--- src/rtl/inst_fetch_queue_pkg.sv ---
// Shared types and constants for the instruction fetch queue.
// Holds the queue entry layout, the architectural reset PC and the
// pointer/count widths derived from the default queue depth.
package ifq_pkg;

   localparam int IFQ_DEPTH  = 4;
   localparam int IFQ_PTR_W  = $clog2(IFQ_DEPTH);
   localparam int IFQ_CNT_W  = IFQ_PTR_W + 1;
   localparam int IFQ_ADDR_W = 32;
   localparam int IFQ_INST_W = 32;

   localparam logic [IFQ_ADDR_W-1:0] PC_RESET_VEC = 32'h1c00_0000;

   typedef struct packed {
      logic [IFQ_ADDR_W-1:0] pc;
      logic [IFQ_INST_W-1:0] inst;
   } ifq_entry_t;

   // Counts need one extra bit over the pointers so that "full" is representable.
   function automatic int cnt_w(input int depth);
      return $clog2(depth) + 1;
   endfunction

endpackage

--- src/rtl/inst_fetch_queue_if.sv ---
// Fetch-path bundle: PC generator handshake, split address/data memory
// handshake, and the decode-side queue head.
// slave  = the fetch queue itself, master = its environment.
interface inst_fetch_queue_if
   import ifq_pkg::*;
#(
   parameter int ADDR_W = IFQ_ADDR_W,
   parameter int INST_W = IFQ_INST_W
);
   logic              pc_valid;
   logic [ADDR_W-1:0] pc;
   logic              pc_ready;
   logic              flush;
   logic              imem_req;
   logic [ADDR_W-1:0] imem_addr;
   logic              imem_addr_ok;
   logic              imem_data_ok;
   logic [INST_W-1:0] imem_rdata;
   logic              ifq_valid;
   logic [ADDR_W-1:0] ifq_pc;
   logic [INST_W-1:0] ifq_inst;
   logic              ifq_ready;

   modport slave (
      input  pc_valid, pc, flush, imem_addr_ok, imem_data_ok, imem_rdata, ifq_ready,
      output pc_ready, imem_req, imem_addr, ifq_valid, ifq_pc, ifq_inst
   );

   modport master (
      output pc_valid, pc, flush, imem_addr_ok, imem_data_ok, imem_rdata, ifq_ready,
      input  pc_ready, imem_req, imem_addr, ifq_valid, ifq_pc, ifq_inst
   );
endinterface

--- src/rtl/inst_fetch_queue_chk.sv ---
// Protocol and invariant checks for the fetch queue.
module inst_fetch_queue_chk (
   input logic clk,
   input logic rstn,
   input logic data_ok_i,
   input logic pend_empty_i,
   input logic accept_i,
   input logic pend_full_i,
   input logic q_push_i,
   input logic q_full_i
);
   // Memory must not return data with nothing outstanding.
   a_resp_without_req: assert property (@(posedge clk) disable iff (!rstn)
      !(data_ok_i && pend_empty_i));

   // Credit accounting keeps both FIFOs from overflowing.
   a_pend_no_overflow: assert property (@(posedge clk) disable iff (!rstn)
      !(accept_i && pend_full_i));

   a_queue_no_overflow: assert property (@(posedge clk) disable iff (!rstn)
      !(q_push_i && q_full_i));
endmodule

--- src/rtl/inst_fetch_queue_sync_fifo.sv ---
// Generic synchronous FIFO with occupancy count and synchronous clear.
// Pointers wrap naturally, so DEPTH must be a power of two.
// Push when full and pop when empty are ignored; clear wins over both.
module sync_fifo
   import ifq_pkg::*;
#(
   parameter  int WIDTH = 32,
   parameter  int DEPTH = 4,
   localparam int PTR_W = $clog2(DEPTH),
   localparam int CNT_W = cnt_w(DEPTH)
) (
   input  logic             clk,
   input  logic             rstn,
   input  logic             clear_i,
   input  logic             push_i,
   input  logic [WIDTH-1:0] wdata_i,
   input  logic             pop_i,
   output logic [WIDTH-1:0] rdata_o,
   output logic             full_o,
   output logic             empty_o,
   output logic [CNT_W-1:0] count_o
);
   localparam logic [PTR_W-1:0] PTR_ONE  = {{(PTR_W-1){1'b0}}, 1'b1};
   localparam logic [CNT_W-1:0] CNT_ONE  = {{(CNT_W-1){1'b0}}, 1'b1};
   localparam logic [CNT_W-1:0] CNT_FULL = CNT_W'(DEPTH);

   logic [WIDTH-1:0] mem_q [DEPTH];
   logic [PTR_W-1:0] wr_ptr_q, wr_ptr_d;
   logic [PTR_W-1:0] rd_ptr_q, rd_ptr_d;
   logic [CNT_W-1:0] count_q, count_d;
   logic             push_ok_s, pop_ok_s;

   assign full_o    = (count_q == CNT_FULL);
   assign empty_o   = (count_q == {CNT_W{1'b0}});
   assign count_o   = count_q;
   assign rdata_o   = mem_q[rd_ptr_q];
   assign push_ok_s = push_i & ~full_o & ~clear_i;
   assign pop_ok_s  = pop_i & ~empty_o & ~clear_i;

   // Next pointers and occupancy from this cycle's push/pop/clear.
   always_comb begin
      wr_ptr_d = wr_ptr_q;
      rd_ptr_d = rd_ptr_q;
      count_d  = count_q;
      if (clear_i) begin
         wr_ptr_d = {PTR_W{1'b0}};
         rd_ptr_d = {PTR_W{1'b0}};
         count_d  = {CNT_W{1'b0}};
      end else begin
         wr_ptr_d = push_ok_s ? (wr_ptr_q + PTR_ONE) : wr_ptr_q;
         rd_ptr_d = pop_ok_s  ? (rd_ptr_q + PTR_ONE) : rd_ptr_q;
         case ({push_ok_s, pop_ok_s})
            2'b10:   count_d = count_q + CNT_ONE;
            2'b01:   count_d = count_q - CNT_ONE;
            default: count_d = count_q;
         endcase
      end
   end

   // Pointer and count registers.
   always_ff @(posedge clk or negedge rstn) begin
      if (!rstn) begin
         wr_ptr_q <= {PTR_W{1'b0}};
         rd_ptr_q <= {PTR_W{1'b0}};
         count_q  <= {CNT_W{1'b0}};
      end else begin
         wr_ptr_q <= wr_ptr_d;
         rd_ptr_q <= rd_ptr_d;
         count_q  <= count_d;
      end
   end

   // Storage array; contents are only observed behind a valid count.
   always_ff @(posedge clk) begin
      if (push_ok_s) begin
         mem_q[wr_ptr_q] <= wdata_i;
      end
   end

endmodule

--- src/rtl/inst_fetch_queue.sv ---
// Instruction fetch queue: issues PCs to instruction memory under a
// credit limit, pairs in-order responses with their PCs, and buffers the
// pairs for decode. A flush empties the queue and marks all outstanding
// responses for discard; new requests wait until they have drained.
// The pending-PC FIFO occupancy doubles as the in-flight request count.
// Optional macro IFQ_BYPASS_EN: a response arriving at an empty queue is
// presented to decode in the same cycle.
module inst_fetch_queue
   import ifq_pkg::*;
#(
   parameter int DEPTH  = IFQ_DEPTH,
   parameter int ADDR_W = IFQ_ADDR_W,
   parameter int INST_W = IFQ_INST_W
) (
   input logic                clk,
   input logic                rstn,
   inst_fetch_queue_if.slave  bus
);
   localparam int CNT_W = cnt_w(DEPTH);
   localparam int ENT_W = ADDR_W + INST_W;
   localparam logic [CNT_W-1:0] CNT_ZERO  = {CNT_W{1'b0}};
   localparam logic [CNT_W-1:0] CNT_ONE   = {{(CNT_W-1){1'b0}}, 1'b1};
   localparam logic [CNT_W:0]   DEPTH_CNT = (CNT_W+1)'(DEPTH);

   logic              pend_full_s, pend_empty_s;
   logic [CNT_W-1:0]  pend_count_s;
   logic [ADDR_W-1:0] pend_pc_s;
   logic              q_full_s, q_empty_s;
   logic [CNT_W-1:0]  q_count_s;
   logic [ENT_W-1:0]  q_wdata_s, q_rdata_s;
   logic [CNT_W-1:0]  drop_cnt_q, drop_cnt_d;
   logic [CNT_W:0]    used_s;
   logic              credit_ok_s, req_s, accept_s;
   logic              resp_s, resp_keep_s, q_push_s, q_pop_s;
   logic              out_valid_s;
   logic [ENT_W-1:0]  out_ent_s;
   logic [ADDR_W-1:0] out_pc_s;
   logic [INST_W-1:0] out_inst_s;

   // Credit: queued entries plus outstanding requests may not exceed DEPTH.
   assign used_s      = {1'b0, q_count_s} + {1'b0, pend_count_s};
   assign credit_ok_s = (used_s < DEPTH_CNT);
   assign req_s       = rstn & bus.pc_valid & ~bus.flush & credit_ok_s
                        & (drop_cnt_q == CNT_ZERO) & ~pend_full_s;
   assign accept_s    = req_s & bus.imem_addr_ok;

   // A response with nothing outstanding is ignored.
   assign resp_s      = bus.imem_data_ok & ~pend_empty_s;
   assign resp_keep_s = resp_s & ~bus.flush & (drop_cnt_q == CNT_ZERO);
   assign q_wdata_s   = {pend_pc_s, bus.imem_rdata};
   assign q_pop_s     = ~q_empty_s & bus.ifq_ready;

`ifdef IFQ_BYPASS_EN
   logic bypass_s;
   assign bypass_s    = resp_keep_s & q_empty_s;
   assign q_push_s    = resp_keep_s & ~(bypass_s & bus.ifq_ready);
   assign out_valid_s = ~q_empty_s | bypass_s;
   assign out_ent_s   = bypass_s ? q_wdata_s : q_rdata_s;
`else
   assign q_push_s    = resp_keep_s;
   assign out_valid_s = ~q_empty_s;
   assign out_ent_s   = q_rdata_s;
`endif

   assign bus.imem_req  = req_s;
   assign bus.imem_addr = bus.pc;
   assign bus.pc_ready  = accept_s;
   assign bus.ifq_valid = out_valid_s;
   assign bus.ifq_pc    = out_pc_s;
   assign bus.ifq_inst  = out_inst_s;

   // Head fields are forced to zero when nothing valid is presented.
   always_comb begin
      out_pc_s   = {ADDR_W{1'b0}};
      out_inst_s = {INST_W{1'b0}};
      if (out_valid_s) begin
         out_pc_s   = out_ent_s[ENT_W-1:INST_W];
         out_inst_s = out_ent_s[INST_W-1:0];
      end else begin
         out_pc_s   = {ADDR_W{1'b0}};
         out_inst_s = {INST_W{1'b0}};
      end
   end

   // Drop count: on flush, everything still outstanding after this cycle's
   // response becomes stale; otherwise each stale response retires one.
   always_comb begin
      drop_cnt_d = drop_cnt_q;
      if (bus.flush) begin
         drop_cnt_d = pend_count_s - CNT_W'(resp_s);
      end else if (resp_s && (drop_cnt_q != CNT_ZERO)) begin
         drop_cnt_d = drop_cnt_q - CNT_ONE;
      end else begin
         drop_cnt_d = drop_cnt_q;
      end
   end

   // Drop count register.
   always_ff @(posedge clk or negedge rstn) begin
      if (!rstn) begin
         drop_cnt_q <= CNT_ZERO;
      end else begin
         drop_cnt_q <= drop_cnt_d;
      end
   end

   sync_fifo #(.WIDTH(ADDR_W), .DEPTH(DEPTH)) u_pend_fifo (
      .clk     (clk),
      .rstn    (rstn),
      .clear_i (1'b0),
      .push_i  (accept_s),
      .wdata_i (bus.pc),
      .pop_i   (resp_s),
      .rdata_o (pend_pc_s),
      .full_o  (pend_full_s),
      .empty_o (pend_empty_s),
      .count_o (pend_count_s)
   );

   sync_fifo #(.WIDTH(ENT_W), .DEPTH(DEPTH)) u_inst_q (
      .clk     (clk),
      .rstn    (rstn),
      .clear_i (bus.flush),
      .push_i  (q_push_s),
      .wdata_i (q_wdata_s),
      .pop_i   (q_pop_s),
      .rdata_o (q_rdata_s),
      .full_o  (q_full_s),
      .empty_o (q_empty_s),
      .count_o (q_count_s)
   );

   inst_fetch_queue_chk u_chk (
      .clk          (clk),
      .rstn         (rstn),
      .data_ok_i    (bus.imem_data_ok),
      .pend_empty_i (pend_empty_s),
      .accept_i     (accept_s),
      .pend_full_i  (pend_full_s),
      .q_push_i     (q_push_s),
      .q_full_i     (q_full_s)
   );

endmodule

--- src/flat_wrapper.sv ---
// flat-port wrapper written by rule: the top's interface ports become plain ports
module inst_fetch_queue_flat import ifq_pkg::*;
#(
   parameter int DEPTH  = IFQ_DEPTH,
   parameter int ADDR_W = IFQ_ADDR_W,
   parameter int INST_W = IFQ_INST_W
)
  (clk, rstn, bus_pc_valid, bus_pc, bus_flush, bus_imem_addr_ok, bus_imem_data_ok, bus_imem_rdata, bus_ifq_ready, bus_pc_ready, bus_imem_req, bus_imem_addr, bus_ifq_valid, bus_ifq_pc, bus_ifq_inst);
  inst_fetch_queue_if #(.ADDR_W(ADDR_W), .INST_W(INST_W)) bus_i ();
  input logic clk;
  input logic rstn;
  input wire logic [$bits(bus_i.pc_valid)-1:0] bus_pc_valid;
  input wire logic [$bits(bus_i.pc)-1:0] bus_pc;
  input wire logic [$bits(bus_i.flush)-1:0] bus_flush;
  input wire logic [$bits(bus_i.imem_addr_ok)-1:0] bus_imem_addr_ok;
  input wire logic [$bits(bus_i.imem_data_ok)-1:0] bus_imem_data_ok;
  input wire logic [$bits(bus_i.imem_rdata)-1:0] bus_imem_rdata;
  input wire logic [$bits(bus_i.ifq_ready)-1:0] bus_ifq_ready;
  output wire logic [$bits(bus_i.pc_ready)-1:0] bus_pc_ready;
  output wire logic [$bits(bus_i.imem_req)-1:0] bus_imem_req;
  output wire logic [$bits(bus_i.imem_addr)-1:0] bus_imem_addr;
  output wire logic [$bits(bus_i.ifq_valid)-1:0] bus_ifq_valid;
  output wire logic [$bits(bus_i.ifq_pc)-1:0] bus_ifq_pc;
  output wire logic [$bits(bus_i.ifq_inst)-1:0] bus_ifq_inst;
  assign bus_i.pc_valid = bus_pc_valid;
  assign bus_i.pc = bus_pc;
  assign bus_i.flush = bus_flush;
  assign bus_i.imem_addr_ok = bus_imem_addr_ok;
  assign bus_i.imem_data_ok = bus_imem_data_ok;
  assign bus_i.imem_rdata = bus_imem_rdata;
  assign bus_i.ifq_ready = bus_ifq_ready;
  assign bus_pc_ready = bus_i.pc_ready;
  assign bus_imem_req = bus_i.imem_req;
  assign bus_imem_addr = bus_i.imem_addr;
  assign bus_ifq_valid = bus_i.ifq_valid;
  assign bus_ifq_pc = bus_i.ifq_pc;
  assign bus_ifq_inst = bus_i.ifq_inst;
  inst_fetch_queue #(.DEPTH(DEPTH), .ADDR_W(ADDR_W), .INST_W(INST_W)) u_core (.clk(clk), .rstn(rstn), .bus(bus_i));
endmodule
--- config.mk ---
export PLATFORM = sky130hd
export DESIGN_NAME = inst_fetch_queue_flat
export DESIGN_NICKNAME = d
export VERILOG_FILES = /design/src/rtl/inst_fetch_queue_pkg.sv /design/src/rtl/inst_fetch_queue_if.sv /design/src/rtl/inst_fetch_queue_chk.sv /design/src/rtl/inst_fetch_queue_sync_fifo.sv /design/src/rtl/inst_fetch_queue.sv /design/src/flat_wrapper.sv
export SDC_FILE = /design/constraint.sdc
export NUM_CORES = 1
export LEC_CHECK = 0
export CORE_ASPECT_RATIO = 1.5
export CORE_MARGIN = 10
export CORE_UTILIZATION = 45
export DETAILED_ROUTE_END_ITERATION = 8
export MAX_ROUTING_LAYER = met4
export PLACE_DENSITY = 0.75
export SYNTH_ARGS = -nofsm -noshare
export SYNTH_HDL_FRONTEND = slang
export SYNTH_SLANG_ARGS = --single-unit
--- constraint.sdc ---
create_clock -name clk -period 6.7 [get_ports clk]
set_input_delay 0.67 -clock clk [delete_from_list [all_inputs] [get_ports clk]]
set_output_delay 0.67 -clock clk [all_outputs]
set_load 0.05 [all_outputs]
==> impl_metrics.py <==
metrics = {
    "global_route": {
        "grt_usage_pct": 14.6,
        "grt_max_degree": 67,
        "grt_overflow_total": 0,
        "antenna_found_initial": 0,
        "grt_pass1_vias": 7785,
        "grt_pass1_wl_um": 46000,
    },
    "floorplanning": {
        "core_mm2": 0.0343,
        "row_count": 83,
        "die_area_mm2": 0.0428,
        "io_pins": 170,
        "initial_core_util_pct": 45.7,
        "die_h_um": 248,
        "die-width_um": 172,
    },
    "power": {
        "ir_drop_mv": 0.246,
        "p_leak_nw": 5.93,
        "switching_share_pct": 33.1,
        "switchingPower_mw": 2.44,
        "pwr-share-clk_pct": 25.8,
        "pwr-share-seq_pct": 41.5,
        "power.density_mw_per_mm2": 396,
        "pwr-share-comb_pct": 32.7,
        "p_int_mw": 4.94,
    },
    "outcome": {
        "status": "complete, no violations",
    },
    "setup_path": {
        "r2r_slack_ps": 3760,
        "cp_data_arrival_time_ps": 3650,
        "required_ps": 6030,
        "worst_setup_path_start_kind": "flop",
        "crit_type": "flop to output pin",
        "crit_fanout": 36,
        "worstSetupEndpointType": "output pin",
    },
    "synth": {
        "synthXorXnorAreaFrac_pct": 0.720,
        "synth.yosys.seq_area_share_pct": 76.4,
        "synthArstFlopShare_pct": 4.24,
        "yosys_warnings": 0,
        "synth_ff_type": "edfxtp_1",
        "syn-num-nets": 806,
        "synthMuxAreaShare_pct": 14.4,
        "synth.top_cells.by_count": "384 x edfxtp_1, 96 x mux4_2, 73 x and2_1",
        "syn_area_per_cell_um2": 21.8,
        "synth-adder-area-share_pct": 1.46,
        "syn-instance-count": 718,
        "yosysTopAreaCellShare_pct": 73.7,
        "synthSimpleGateAreaFrac_pct": 3.75,
        "yosysMostFrequentCell": "edfxtp_1",
        "syn_area_mm2": 0.0156,
        "synth_top_area_cell": "edfxtp_1",
        "ys_types": 35,
        "synth-compound-area-share_pct": 0.568,
        "synthTopCellsByArea": "edfxtp_1 74%, mux4_2 14%, and2_1 2.9%",
        "synth_top_family_by_area": "multiplexers",
        "ys_ff_latch": 401,
        "synth_edf_count": 384,
    },
    "sta": {
        "fin_tns_setup_ps": 0,
        "clock_skew_ps": 21.6,
        "finalSetupViolCount": 0,
        "hold_viol_final": 0,
        "slew_headroom_pct": 26.4,
        "clock.fmax_mhz": 231,
        "drv_slew": 0,
        "worstMarginPinSlew_ps": 1100,
        "period_needed_ps": 4320,
        "fin_crit_sh_pct": 64.5,
        "rsz0062_at_grt": "false",
    },
    "flow_run": {
        "drv_cap": 0,
    },
    "drt": {
        "dr.pass1.iters": 4,
        "ant_nets": 0,
        "vias_per_cell": 5.33,
        "drt_wl_total_um": 29700,
        "drt_iter0_drc": 350,
        "vias": 7007,
        "wl_per_cell_um": 22.6,
        "drc_errors": 0,
    },
    "final_layout": {
        "layout-drive-gt1-share_pct": 18.7,
        "nets": 954,
        "diodes": 0,
        "layout-area-overhead-vs-synth_pct": 19.1,
        "final_area_mm2": 0.0186,
    },
    "clock_tree": {
        "cts_hold_buf": 0,
        "htreeDepth": 2,
        "cts_resized": 0,
        "clkLatencyLatePin_ps": 530,
        "cts_buffers": 36,
        "clk_pin_slew_ps": 60,
        "post-cts-setup-buffers": 0,
        "cts.sinks": 401,
        "ctsLongestPathBuffers": 3,
        "cts_tree": "built",
        "root_buffer": "clkbuf_16",
    },
    "place": {
        "io_buffers": 169,
        "place_area_mm2": 0.0176,
        "place_congestion": 0.731,
        "dp_hpwl_um": 17300,
    },
    "worst_hold_path": {
        "hold_path_class": "flop to flop",
    },
}
flip-flops by register name, indices dropped and copies added (netlist names), 3 cells and up:
name and flops:
u_core.u_inst_q.mem_q 256, u_core.u_pend_fifo.mem_q 128, u_core.drop_cnt_q 3, u_core.u_inst_q.count_o 3, u_core.u_pend_fifo.count_o 3
area by class of cell:
cell class / count / area, µm²
clock buffer: 44 / 952
clock inverter: 18 / 121
fill: 2621 / 15600
inverter: 13 / 48.8
multi-input combinational: 241 / 3290
sequential: 401 / 12000
tap: 425 / 532
timing repair buffer: 173 / 1720
cell families after synthesis:
kind of cell               Yosys count
and+or+nand+nor                     98
xor gates and xnor gates            12
buffers and inverters               76
muxes                              105
AOI/OAI and AO/OA                    9
adders and majority gates           17
DFF                                401
metal layers:
layer	part of all wire, %	GRT usage, %
met1	38	16.2
met2	56	26.5
met3	4.2	2.30
met4	2.0	4.42
met5	0	-
metrics by stage:
stage	util [%]	instances	hold slack [ps]	power, mW	setup WS [ps]
floorplan	-	718	374	4.79	3250
global placement	51.2	1253	545	5.53	2730
detailed placement	51.2	1253	576	5.59	2680
CTS	54.4	1315	593	7.49	2210
global route	54.4	1315	603	7.70	2080
finish	54.4	1315	586	7.37	2380
critical path, stage by stage (launching register included):
cell,delay [ps]
dfrtp_4,970
buf_4,660
mux4_2,570
and2_1,190
clkdlybuf4s50_1,700
final timing paths:
check,start,to,cells after the start
max in group asynchronous,rstn,u_core.u_inst_q.rd_ptr_q[0],1
setup / recovery,u_core.u_inst_q.rd_ptr_q[0],bus_ifq_pc[31],4
setup reg to reg,u_core.drop_cnt_q[0],u_core.u_inst_q.mem_q[1][16],5
min in group asynchronous,rstn,u_core.u_inst_q.rd_ptr_q[1],1
hold reg to reg,u_core.u_pend_fifo.count_o[1],u_core.u_pend_fifo.count_o[1],2
hold / removal,u_core.u_pend_fifo.count_o[1],u_core.u_pend_fifo.count_o[1],2
cells in the final DEF, fill, tap and decap left out, types with 3 or more instances in the layout:
master / count
mux2_1: 4
clkinv_2: 3
dfrtp_1: 14
a21oi_1: 3
clkinv_1: 9
inv_2: 3
nand2_1: 3
clkdlybuf4s50_1: 169
inv_1: 10
and2_1: 65
ha_1: 15
xor2_1: 4
mux2i_1: 5
xnor2_1: 7
edfxtp_1: 384
and2_2: 4
mux4_2: 96
and2_4: 4
nor2_1: 10
clkbuf_1: 7
clkbuf_16: 37
inv_6: 3
buf_4: 4
power groups by stage:
stage | clock network (mW) | registers (mW) | logic (mW)
after floorplan | 0 | 3.04 | 1.76
after CTS | 1.96 | 3.07 | 2.47
after detailed placement | 0 | 3.12 | 2.46
final | 1.90 | 3.06 | 2.41
after global placement | 0 | 3.12 | 2.41
after global routing | 2.06 | 3.08 | 2.56
Note: power is estimated with default switching activity, not from simulation.
